## src/rtl/seg_decoder.sv

```systemverilog
// seg_decoder: synchronise, debounce and decode active-low 7-segment lines.
// Define SEG_DECODER_SEQ_CHECK_EN to build the up-count sequence checker.
module seg_decoder #(
    parameter int STABLE_CYCLES = 4
) (
    input  logic       clk,
    input  logic       rst,
    input  logic       a,
    input  logic       b,
    input  logic       c,
    input  logic       d,
    input  logic       e,
    input  logic       f,
    input  logic       g,
    input  logic       clr,
    output logic [2:0] value,
    output logic       valid,
    output logic       blank,
    output logic       bad_pat,
    output logic       seq_err,
    output logic [7:0] err_cnt
);

    localparam logic [7:0] STABLE = 8'(STABLE_CYCLES);
    localparam logic [6:0] BLANK  = 7'b1111111;

    logic [6:0] r_s1;
    logic [6:0] r_s2;
    logic [6:0] r_cand;
    logic [6:0] r_last;
    logic [7:0] r_cnt;

    logic       w_acc;
    logic [6:0] w_pat;
    logic       w_legal;
    logic       w_blank;
    logic [2:0] w_digit;
    logic       w_bad;
    logic       w_seq_err;
    logic       w_inc;

    always_ff @(posedge clk or negedge rst) begin
        if (!rst) begin
            r_s1   <= BLANK;
            r_s2   <= BLANK;
            r_cand <= BLANK;
            r_cnt  <= 8'd0;
        end else begin
            r_s1 <= {a, b, c, d, e, f, g};
            r_s2 <= r_s1;
            if (r_s2 != r_cand) begin
                r_cand <= r_s2;
                r_cnt  <= 8'd1;
            end else if (r_cnt < STABLE) begin
                r_cnt <= r_cnt + 8'd1;
            end
        end
    end

    // Acceptance fires on the edge where the count reaches STABLE.
    always_comb begin
        w_acc = 1'b0;
        w_pat = r_cand;
        if (r_s2 != r_cand) begin
            w_pat = r_s2;
            w_acc = (STABLE == 8'd1) && (r_s2 != r_last);
        end else if (r_cnt < STABLE) begin
            w_acc = ((r_cnt + 8'd1) == STABLE) && (r_cand != r_last);
        end
    end

    always_comb begin
        w_legal = 1'b1;
        w_blank = 1'b0;
        w_digit = 3'd0;
        case (w_pat)
            7'b0000001: w_digit = 3'd0;
            7'b1001111: w_digit = 3'd1;
            7'b0010010: w_digit = 3'd2;
            7'b0000110: w_digit = 3'd3;
            7'b1001100: w_digit = 3'd4;
            7'b0100100: w_digit = 3'd5;
            7'b0100000: w_digit = 3'd6;
            7'b0001111: w_digit = 3'd7;
            7'b1111111: begin
                w_legal = 1'b0;
                w_blank = 1'b1;
            end
            default: w_legal = 1'b0;
        endcase
    end

    assign w_bad = w_acc && !w_legal && !w_blank;

`ifdef SEG_DECODER_SEQ_CHECK_EN
    logic       r_ref_ok;
    logic [2:0] r_prev;

    assign w_seq_err = w_acc && w_legal && r_ref_ok &&
                       (w_digit != (r_prev + 3'd1));

    always_ff @(posedge clk or negedge rst) begin
        if (!rst) begin
            r_ref_ok <= 1'b0;
            r_prev   <= 3'd0;
        end else begin
            if (w_acc) begin
                if (w_legal) begin
                    r_ref_ok <= 1'b1;
                    r_prev   <= w_digit;
                end else begin
                    r_ref_ok <= 1'b0;
                end
            end
            if (clr) begin
                r_ref_ok <= 1'b0;
            end
        end
    end
`else
    assign w_seq_err = 1'b0;
`endif

    assign w_inc = w_bad || w_seq_err;

    always_ff @(posedge clk or negedge rst) begin
        if (!rst) begin
            r_last  <= BLANK;
            value   <= 3'd0;
            valid   <= 1'b0;
            blank   <= 1'b1;
            bad_pat <= 1'b0;
            seq_err <= 1'b0;
            err_cnt <= 8'd0;
        end else begin
            valid   <= w_acc && w_legal;
            bad_pat <= w_bad;
            seq_err <= w_seq_err;
            if (w_acc) begin
                r_last <= w_pat;
            end
            if (w_acc && w_legal) begin
                value <= w_digit;
                blank <= 1'b0;
            end
            if (w_acc && w_blank) begin
                blank <= 1'b1;
            end
            if (clr) begin
                err_cnt <= 8'd0;
            end else if (w_inc && (err_cnt != 8'hFF)) begin
                err_cnt <= err_cnt + 8'd1;
            end
        end
    end

endmodule
```

## config.mk

```make
export PLATFORM = sky130hd
export DESIGN_NAME = seg_decoder
export DESIGN_NICKNAME = d
export VERILOG_FILES = /design/src/rtl/seg_decoder.sv
export SDC_FILE = /design/constraint.sdc
export NUM_CORES = 1
export LEC_CHECK = 0
export CAP_MARGIN = 5
export CELL_PAD_IN_SITES_DETAIL_PLACEMENT = 1
export CELL_PAD_IN_SITES_GLOBAL_PLACEMENT = 1
export CORE_MARGIN = 4
export CORE_UTILIZATION = 40
export DETAILED_ROUTE_END_ITERATION = 8
export GPL_ROUTABILITY_DRIVEN = 0
export GPL_TIMING_DRIVEN = 1
export PLACE_DENSITY = 0.71
export SLEW_MARGIN = 10
export SYNTH_ARGS = -nofsm -noshare
export SYNTH_HDL_FRONTEND = slang
export SYNTH_SLANG_ARGS = --single-unit
```

## constraint.sdc

```tcl
create_clock -name clk -period 2.6 [get_ports clk]
set_input_delay 0.39 -clock clk [delete_from_list [all_inputs] [get_ports clk]]
set_output_delay 0.39 -clock clk [all_outputs]
set_load 0.005 [all_outputs]
```

==> reports/qor.txt, run 1 <==
Tot GR Track Use: 15.1%
# port buffers: 23
# rows: 27
Drt total wl: 4.99 mm
Post-synth EDFFs: 0
Post_cts resized: 0
Finished Cell Area: 2680 sq um
Fill count: 590
Worst hold path class: primary input to asynchronous set/reset pin
Final nets: 220
Vias in the first global route: 1676
Synthesis-stage register bit count: 50
Netlist cell types: 47
Routed Antenna Nets: 0
H-tree depth: 2
Pins over their slew limit: 0
Reg2reg setup slack: 190 ps
N_diodes: 0
Drt drc: 0
# hold bufs at CTS: 0
Peak supply drop: 0.305 mV
Post-synth top cells: 29 x dfstp_2, 21 x dfrtp_1, 11 x clkbuf_1
CP startpoint kind: register
Clock tree buffer depth: 2
Max_cap viols: 0
Critical Path End Type: register
Die height: 83.8 um
Post-synth net total: 206
Power Dens Cells: 566 nW/um^2
Die width: 83.8 um
Drt wl/cell: 17.7 um
First-pass GRT wire length: 8.59 mm
Largest net degree at the start of global routing: 38
Initial antenna violation count: 0
Post-synthesis instance total: 194
Sink Count: 50
Sequential Power Share: 55.0%
Drt initial violations: 88
Seq/Total Area, Yosys: 56.1%
Lkg Pwr: 1.07 nW
CTS tree: yes
Critical path arrival: 2600 ps
Clock network power share: 40.3%
Clk_lat worst skew: 300 ps
Final hold violation count: 0
Worst R2R Start: r_cnt[3]
CTS Buf Count: 5
Setup violators final: 0
Crit path kind: register to register
Starting Density: 41.4%
Vias per cell: 5.39
Final Cycle Share: 92.5%
YS warnings: 0
GRT overflow: 0
Synth area leader: dfstp_2
Layout area overhead: 16.8%
Combinational share of power: 4.7%
Internal power: 1.19 mW
# IOs: 25
Synthesized area: 2300 sq um
Switching share of total power: 21.7%
Switching power: 329 uW
Root Driver: clkbuf_8
Synth top area cells: dfstp_2 33%, dfrtp_1 23%, mux2_2 3.9%
Pre-Repair DR Iteration Count: 4
Relative slew margins: 46.3%
Setup TNS: 0 ps
Mean post-synth cell area: 11.8 sq um
Critical Path RT: 2800 ps
RSZ-0062 raised after global routing: false
Post-synth top flop: dfstp_2
Post-DP HPWL: 3.60 mm
Fraction of registers with async set/reset: 100%
Share of the synthesized area in the top cell type: 33.2%
Worst r2r dst: err_cnt[6]
CORE AREA: 5540 sq um
Clk slew on worst S/H paths: 90 ps
Post-placement cell area: 2550 sq um
Layout cell share with drive strength beyond 1: 27.3%
Crit-path max FO: 18
Reg2Reg Depth: 6
Cell with the most instances after synthesis: dfstp_2
Slew @ Worst Pin: 806 ps
Vias: 1515
Post-CTS Setup Inserts: 0
Min Tclk post-route: 2410 ps
Skew final: 4.07 ps
Peak Freq: 0.416 GHz
Run status: completed
Die area: 7020 sq um
-- worst max-delay path by stage --
stage	from	to	slack [ps]	depth (start not counted)
global route	r_s2[3]	err_cnt[6]	50	6
CTS	r_s2[3]	err_cnt[6]	100	6
finish	r_cnt[3]	err_cnt[6]	190	6
global placement	r_s2[0]	err_cnt[6]	270	6
detailed placement	r_s2[3]	err_cnt[6]	130	6
floorplan	r_s2[4]	err_cnt[6]	400	8
-- logic make-up after synthesis --
kind of cell	share of synthesized area, %
AO/OA/AOI/OAI	8.12
XOR/XNOR	6.87
adder cells (fa/ha/maj)	1.09
buffers and inverters	4.25
flip-flops	56.1
multiplexers	4.85
other	0.163
AND/OR/NAND/NOR	18.6
-- power groups by stage --
stage,Sequential (mW),Clock (mW),Combinational (mW)
4_1_cts,0.835,0.630,0.0738
6_report,0.835,0.611,0.0715
3_5_place_dp,0.848,0,0.0729
3_3_place_gp,0.845,0,0.0693
5_1_grt,0.839,0.664,0.0804
2_1_floorplan,0.830,0,0.0512
-- per-stage QoR --
step                total power [mW]  instances  setup WS (ps)  utilization (%)  hold WS [ps]
floorplan                      0.881        194            401                -          94.4
global placement               0.914        273            272             46.0           346
detailed placement             0.921        273            126             46.0           348
CTS                             1.54        281            100             48.4           205
global route                    1.58        281           47.8             48.4           245
finish                          1.52        281            194             48.4           166
-- critical path, stage by stage (launching register included) --
cell	delay, ps
dfrtp_1	410
or4_4	550
nor3_4	200
and2_4	220
nand3_4	190
nor4_1	370
mux2_1	350
-- layer usage --
metal	GRT usage [%]	part of all wire (%)	routed length, um	up-vias
met1	19.2	45	2240	772
met5	0	0	0	-
met4	4.39	1.1	54	0
met2	25.9	51	2550	24
li1	-	-	-	712
met3	2.96	2.9	147	7
-- layout make-up --
type                            count  area [sq um]  area share [%]
Inverter                            1          3.75           0.140
Timing Repair Buffer               27           255            9.51
Multi-Input combinational cell    123           913            34.0
Tap cell                           72          90.1            3.36
Sequential cell                    50          1290            48.0
Clock inverter                      2          38.8            1.45
Clock buffer                        6          93.8            3.50
-- cell usage in the layout (no fill, tap or decap), drive strengths merged, types with 2 or more instances in the layout --
master and instances:
dfstp 29, clkdlybuf4s50 22, dfrtp 21, a21oi 10, xor2 9, xnor2 9
mux2 9, nand3 7, and2 7, or4 7, nand2 6, clkbuf 6
nor2 5, o21ai 5, nand4 5, buf 5, nand2b 4, o31ai 4
nor4 4, or3 3, and3 3, o41ai 3, nor3 3, and4 3
nand3b 2, nor2b 2, o22ai 2, ha 2
-- flip-flops by register name (all words and copies together) (netlist names), 3 cells and up --
| signal | cells |
|---|---|
| err_cnt | 8 |
| r_s2 | 7 |
| r_cnt | 8 |
| value | 3 |
| r_s1 | 7 |
| r_cand | 7 |
| r_last | 7 |
No activity file was read; power rests on OpenSTA's default activity.
==> run 2: changes to the inputs <==
Settings changed: CTS_CLUSTER_SIZE from default to 28, GPL_ROUTABILITY_DRIVEN 0 to default, SETUP_SLACK_MARGIN from default to 0.2.
==> run 2 against run 1 <==
Critical path depth unchanged; clock skew increased by 2.6 ps; die area unchanged; flip-flop and latch count unchanged; final area up 2.3%; largest cell class unchanged.
==> reports/qor.txt, run 2 (synthesized netlist as in run 1, its figures left out) <==
Tot GR Track Use: 15.1%
Max_cap viols: 0
Crit path kind: register to register
CORE AREA: 5540 sq um
Peak supply drop: 0.306 mV
Skew final: 6.64 ps
Drt total wl: 5.12 mm
Slowest-stage cell, CP: or4_4
Final nets: 226
Critical Path End Type: register
Placed insts: 273
Min Tclk post-route: 2290 ps
Die width: 83.8 um
Pre-Repair DR Iteration Count: 4
Reg2reg setup slack: 310 ps
Final hold violation count: 0
Worst-path cell chain: or4_4 > nor3_4 > and2_4 > nand3_4 > nor4_2 > mux2_1
Run status: completed
Most frequent cells in the layout: 29 x dfstp_2, 22 x clkdlybuf4s50_1, 21 x dfrtp_1
PnR Total Power: 1.52 mW
Fill count: 586
Drt drc: 0
H-tree depth: 2
First-pass GRT wire length: 8.59 mm
Post-placement cell area: 2550 sq um
Cell Count, Final, Fillers Out: 287
Worst R2R Start: r_cnt[3]
Drt wl/cell: 17.8 um
Critical path arrival: 2490 ps
Die height: 83.8 um
Commonest non-fill, non-tap cell in the layout: dfstp_2
Peak Freq: 0.436 GHz
Vias per cell: 5.41
Biggest regs: err_cnt x8, r_cnt x8
Crit-path max FO: 17
CP startpoint kind: register
CTS tree: yes
Slowest cell delay on critical path: 550 ps
Vias: 1552
Setup violators final: 0
Layout area overhead: 19.5%
Post-DP HPWL: 3.60 mm
Power Dens Cells: 555 nW/um^2
Lkg Pwr: 1.10 nW
Worst hold path class: primary input to asynchronous set/reset pin
Drt initial violations: 89
Sink Count: 50
Routed Antenna Nets: 0
Gpl congestion: 0.798
Vias in the first global route: 1676
Finished Cell Area: 2740 sq um
Clock tree buffer depth: 2
RSZ-0062 raised after global routing: true
Critical Path RT: 2800 ps
Final Cycle Share: 88.2%
Starting Density: 41.4%
Layout cell share with drive strength beyond 1: 30.2%
# IOs: 25
Largest net degree at the start of global routing: 38
Reg2Reg Depth: 6
Initial antenna violation count: 0
Root Driver: clkbuf_8
Worst r2r dst: err_cnt[6]
Clk slew on worst S/H paths: 100 ps
CTS Buf Count: 5
# rows: 27
Die area: 7020 sq um
Relative slew margins: 47.1%
Util after Layout: 49.5%
Clk_lat worst skew: 300 ps
Slew @ Worst Pin: 793 ps
N_diodes: 0
Pins over their slew limit: 0
# port buffers: 23
GRT overflow: 0
Setup TNS: 0 ps
[run 2: per-layer routing]
| layer | track usage, % | routed length (um) |
|---|---|---|
| met5 | 0 | 0 |
| met4 | 4.39 | 52 |
| met3 | 2.96 | 206 |
| met2 | 25.9 | 2630 |
| met1 | 19.2 | 2230 |
[run 2: layout make-up]
| cell class | instances | area, sq um | share of cell area [%] |
|---|---|---|---|
| clock buffers | 6 | 93.8 | 3.42 |
| clock inverters | 2 | 38.8 | 1.41 |
| inverters | 1 | 3.75 | 0.137 |
| multi-input cells | 124 | 937 | 34.2 |
| flip-flops and latches | 50 | 1290 | 46.9 |
| well taps | 72 | 90.1 | 3.28 |
| repair buffers | 32 | 293 | 10.7 |
[run 2: worst max-delay path by stage]
stage	from	to	slack [ps]	cells past startpoint
2_1_floorplan	r_s2[4]	err_cnt[6]	400	8
3_5_place_dp	r_s2[3]	err_cnt[6]	130	6
4_1_cts	r_cnt[3]	err_cnt[6]	200	6
5_1_grt	r_s2[0]	err_cnt[3]	190	6
3_3_place_gp	r_s2[0]	err_cnt[6]	270	6
6_report	r_cnt[3]	err_cnt[6]	310	6
[run 2: where the power goes]
group          switching (mW)  internal [mW]  leakage, nW
Sequential             0.0254          0.810        0.592
Combinational          0.0419         0.0329        0.439
Clock                   0.267          0.347       0.0665
[run 2: timing repair]
action,4_1_cts,5_1_grt
hold buffers,0,0
setup endpoints to repair,6,9
buffers inserted,0,5
pin swaps,0,2
gates resized for setup,1,3
cloned,0,1
[run 2: critical path, delay by kind of cell, from the launching register on]
family,cells,cell delay (ps)
flops,1,410
mux,1,340
simple gates,5,1430
[run 2: per-stage QoR]
| step | worst slack, ps | hold slack [ps] |
|---|---|---|
| floorplan | 401 | 94.4 |
| CTS | 200 | 205 |
| detailed placement | 126 | 348 |
| finish | 307 | 158 |
| global route | 189 | 242 |
| global placement | 272 | 346 |
==> run 3: changes to the inputs <==
Settings changed: CTS_CLUSTER_DIAMETER from default to 100.
==> results of run 3 <==
Final layout, timing and power as in run 2 (identical DEF).
